[src/rtl/exc_irq_ctrl.sv]
`default_nettype none
// ============================================================================
// Module  : exc_irq_ctrl
// Brief   : Prioritising exception/interrupt controller with pending latch,
//           EStatus capture, one-cycle line acknowledge and handler tracking.
// Revision: 1.0 - initial release
// ============================================================================
module exc_irq_ctrl #(
  parameter int N_IRQ     = 4,
  parameter int ESTATUS_W = 4
) (
  input  logic                 clk,
  input  logic                 reset,
  input  logic                 invalid_op,
  input  logic                 eret_in,
  input  logic                 exc_ack,
  input  logic [N_IRQ-1:0]     ext_irq,
  input  logic [N_IRQ-1:0]     irq_mask,
  output logic                 exc,
  output logic [ESTATUS_W-1:0] estatus,
  output logic [N_IRQ-1:0]     ext_iack,
  output logic                 in_handler,
  output logic                 double_fault
);

  localparam int IDX_W = (N_IRQ > 1) ? $clog2(N_IRQ) : 1;
  localparam logic [ESTATUS_W-1:0] C_SYNC_CAUSE = {{(ESTATUS_W-1){1'b0}}, 1'b1};
  localparam logic [ESTATUS_W-1:0] C_IRQ_BASE   = {1'b1, {(ESTATUS_W-1){1'b0}}};

  typedef enum logic [1:0] {
    S_IDLE    = 2'd0,
    S_PENDING = 2'd1,
    S_HANDLER = 2'd2
  } state_t;

  state_t               state_q, state_d;
  logic [N_IRQ-1:0]     pend_q, pend_d;
  logic [ESTATUS_W-1:0] estatus_q, estatus_d;
  logic [N_IRQ-1:0]     iack_q, iack_d;
  logic                 exc_q, exc_d;
  logic                 in_handler_q, in_handler_d;
  logic                 df_q, df_d;
  logic                 src_irq_q, src_irq_d;
  logic [IDX_W-1:0]     src_idx_q, src_idx_d;

  logic [N_IRQ-1:0]     w_req;
  logic                 w_any_req;
  logic [IDX_W-1:0]     w_req_idx;

  // Requests arriving this cycle are arbitrated together with latched ones,
  // giving a single-cycle latency from the request edge to exc.
  always_comb begin
    w_req     = (pend_q | ext_irq) & irq_mask;
    w_any_req = |w_req;
    w_req_idx = '0;
    for (int k = N_IRQ - 1; k >= 0; k--) begin
      if (w_req[k]) w_req_idx = IDX_W'(k);
    end
  end

  always_comb begin
    state_d   = state_q;
    estatus_d = estatus_q;
    src_irq_d = src_irq_q;
    src_idx_d = src_idx_q;
    df_d      = df_q;
    iack_d    = '0;

    case (state_q)
      S_IDLE: begin
        if (invalid_op) begin
          state_d   = S_PENDING;
          estatus_d = C_SYNC_CAUSE;
          src_irq_d = 1'b0;
        end else if (w_any_req) begin
          state_d   = S_PENDING;
          estatus_d = C_IRQ_BASE | {{(ESTATUS_W-IDX_W){1'b0}}, w_req_idx};
          src_irq_d = 1'b1;
          src_idx_d = w_req_idx;
        end
      end
      S_PENDING: begin
        if (exc_ack) begin
          state_d = S_HANDLER;
          if (src_irq_q) begin
            for (int k = 0; k < N_IRQ; k++) begin
              iack_d[k] = (IDX_W'(k) == src_idx_q);
            end
          end
        end
      end
      S_HANDLER: begin
        if (eret_in) begin
          state_d = S_IDLE;
        end else if (invalid_op) begin
          df_d = 1'b1;
        end
      end
      default: state_d = S_IDLE;
    endcase

    // Clear at the acknowledging edge and through the ack cycle; clear wins.
    pend_d       = (pend_q | (ext_irq & irq_mask)) & ~(iack_d | iack_q);
    exc_d        = (state_d == S_PENDING);
    in_handler_d = (state_d == S_HANDLER);
  end

  always_ff @(posedge clk) begin
    if (reset) begin
      state_q      <= S_IDLE;
      pend_q       <= '0;
      estatus_q    <= '0;
      iack_q       <= '0;
      exc_q        <= 1'b0;
      in_handler_q <= 1'b0;
      df_q         <= 1'b0;
      src_irq_q    <= 1'b0;
      src_idx_q    <= '0;
    end else begin
      state_q      <= state_d;
      pend_q       <= pend_d;
      estatus_q    <= estatus_d;
      iack_q       <= iack_d;
      exc_q        <= exc_d;
      in_handler_q <= in_handler_d;
      df_q         <= df_d;
      src_irq_q    <= src_irq_d;
      src_idx_q    <= src_idx_d;
    end
  end

  assign exc          = exc_q;
  assign estatus      = estatus_q;
  assign ext_iack     = iack_q;
  assign in_handler   = in_handler_q;
  assign double_fault = df_q;

endmodule
`default_nettype wire

[config.mk]
export PLATFORM = sky130hd
export DESIGN_NAME = exc_irq_ctrl
export DESIGN_NICKNAME = d
export VERILOG_FILES = /design/src/rtl/exc_irq_ctrl.sv
export SDC_FILE = /design/constraint.sdc
export NUM_CORES = 1
export LEC_CHECK = 0
export BUFFER_PORTS_ARGS = -buffer_cell sky130_fd_sc_hd__buf_2
export CAP_MARGIN = 10
export CORE_ASPECT_RATIO = 0.8
export CORE_UTILIZATION = 35
export CTS_CLUSTER_SIZE = 40
export DETAILED_ROUTE_END_ITERATION = 7
export GPL_TIMING_DRIVEN = 0
export SYNTH_ARGS = -nofsm -noshare
export SYNTH_HDL_FRONTEND = slang
export SYNTH_SLANG_ARGS = --single-unit
[constraint.sdc]
create_clock -name clk -period 1.63 [get_ports clk]
set_input_delay 0.0815 -clock clk [delete_from_list [all_inputs] [get_ports clk]]
set_output_delay 0.0815 -clock clk [all_outputs]
set_load 0.005 [all_outputs]
==> impl_metrics.json <==
{
  "outcome": "finished clean",
  "synth_nets": 87,
  "end_kind": "flip-flop",
  "power_density_nw_per_um2": 950.4,
  "dpl.hpwl_mm": 1.049,
  "postCtsHoldBufs": 0,
  "hold_path.class": "primary input to flip-flop",
  "mostFrequentLayoutCell": "buf_2",
  "setup_tns_ps": 0,
  "cts.sinks": 18,
  "drc_errors": 0,
  "use_met2_pct": 20.76,
  "io_pins": 24,
  "period_share_pct": 78.57,
  "grt_pass1_vias": 528,
  "worstPathRequired_ps": 1800,
  "syn_area_per_cell_sq_um": 9.570,
  "ys_seq_area_share_pct": 50.88,
  "dr.first_iter.drc_count": 20,
  "antenna_left": 0,
  "wire_per_inst_um": 10.85,
  "met1_usage_pct": 17.08,
  "routed_via_density": 4.967,
  "wl_mm": 1.334,
  "clock_path_buffers": 2,
  "met3_usage_pct": 2.174,
  "crit_chain": "o21ai_0, nand4_1, nor3_1, a2111oi_0",
  "nNetsFinal": 114,
  "syn_area_sq_um": 708.2,
  "diodes": 0,
  "grt_busiest_layer": "met2",
  "finalHoldViolCount": 0,
  "dieArea_sq_um": 2208,
  "ir_drop_v": 0.0004095,
  "post_synth_num_cell_types": 22,
  "grt_usage_pct": 13.11,
  "syn_to_final_growth_pct": 22.97,
  "fp.dieW_um": 52.29,
  "critical_path_class": "flip-flop to flip-flop",
  "antenna_found_initial": 0,
  "initial_core_util_pct": 37.43,
  "clk_latency_ps": 290,
  "cts_tree": "built",
  "firstDrtPassIters": 4,
  "path_clk_slew_ps": 100,
  "setup_viol": 0,
  "drv_cap": 0,
  "grt_max_degree": 11,
  "syn_inst": 74,
  "slowest_stage": "dfxtp_1",
  "htreeDepth": 1,
  "postLayoutCoreUtil_pct": 46.03,
  "crit_arrival_ps": 1450,
  "slowest_delay_ps": 320,
  "worstPathMaxFanout": 4,
  "grt_pass1_wl_mm": 2.125,
  "place.gp.congestion": 0.7419,
  "period_needed_ps": 1281,
  "fmax_ghz": 0.7808,
  "ys_warn_count": 0,
  "portBuffers": 22,
  "post_cts_buffers": 0,
  "clockRootBuffer": "clkbuf_4",
  "drive_above_1_share_pct": 34.34,
  "vias": 611,
  "cts_made_buffers": 3,
  "rsz0062_at_grt": "no",
  "gr-total-overflow": 0,
  "ys_ff_latch": 18,
  "rows": 14,
  "fin_skew_ps": 4.243,
  "fp.dieH_um": 42.24,
  "cellLeakagePower_nw": 0.3701,
  "final_max_slew_viol_count": 0,
  "layout_common_cells": "buf_2 (22), dfxtp_1 (18), a21oi_1 (10)",
  "startpoint_type": "flip-flop",
  "cts_resized": 0,
  "core_area_sq_um": 1892
}
[cells by family (layout without fill, tap and decap cells)]
| kind of cell | Yosys count | after routing | synth area share [%] |
|---|---|---|---|
| AO/OA/AOI/OAI | 25 | 25 | 21.91 |
| buffers and inverters | 4 | 29 | 3.179 |
| flip-flops | 18 | 18 | 50.88 |
| other | 1 | 1 | 0.5295 |
| AND/OR/NAND/NOR | 26 | 26 | 23.50 |
[state kept, by name, summed over array words and instances (netlist names)]
register / flops
exc: 1
state_q: 2
estatus: 3
pend_q: 4
src_idx_q: 2
double_fault: 1
in_handler: 1
ext_iack: 4
[synthesized netlist by cell type (all sizes together)]
library cell	number	area (sq um)
dfxtp	18	360.4
a21oi	10	50.05
o21ai	6	30.03
nor2	5	18.77
nor3	5	25.02
nor3b	5	47.54
nand2	4	22.52
nor4	4	25.02
a2111oi	2	17.52
a211oi	2	15.01
buf	2	15.01
o21a	2	15.01
o21ba	2	20.02
a21o	1	7.510
and3b	1	12.51
clkbuf	1	3.750
conb	1	3.750
inv	1	3.750
nand4	1	6.260
or2	1	8.760
[path summary, 6_finish.rpt]
path | start | end | slack, ps | depth (start not counted)
worst max-delay path | pend_q[0] | state_q[0] | 350 | 4
worst min-delay path | exc_ack | exc | 10 | 2
worst max register to register | pend_q[0] | state_q[0] | 350 | 4
worst min register to register | ext_iack[0] | pend_q[0] | 410 | 1
[final cells by class]
| class | instances | area (sq um) |
|---|---|---|
| Fill cell | 201 | 1021 |
| Sequential cell | 18 | 360.3 |
| Multi-Input combinational cell | 52 | 325.3 |
| Timing Repair Buffer | 22 | 110.1 |
| Tap cell | 24 | 30.03 |
| Clock buffer | 3 | 22.52 |
| Buffer | 3 | 18.77 |
| Inverter | 1 | 3.754 |
[metal layers]
layer	share of wire, %	routed length, um
met2	43	568
met3	5.2	70
met1	51	680
met4	1.0	14
met5	0	0
[per-stage QoR]
step | power [W] | hold slack, ps | cell area (sq um) | setup WS [ps] | cells
detailed placement | 0.0006262 | 322.9 | 848.3 | 349.0 | 120
CTS | 0.0008433 | 5.736 | 870.8 | 329.4 | 123
floorplan | 0.0005765 | 171.2 | 708.2 | 472.6 | 74
global placement | 0.0006233 | 306.2 | 848.3 | 344.2 | 120
finish | 0.0008276 | 13.85 | 870.8 | 349.3 | 123
global route | 0.0008788 | 10.30 | 870.8 | 225.3 | 123
[worst max-delay path: cells and delay by family, from the launching register on]
| family | cells | cell delay, ps |
|---|---|---|
| AND/OR/NAND/NOR | 2 | 450 |
| AO/OA/AOI/OAI | 2 | 380 |
| flip-flops | 1 | 320 |
[power by group]
group	switching [W]	internal (W)	total, W
registers	0.0000256	0.000469	0.000494
logic	0.0000585	0.0000617	0.000120
clock network	0.000127	0.0000858	0.000213
Note: power is estimated with default switching activity, not from simulation.
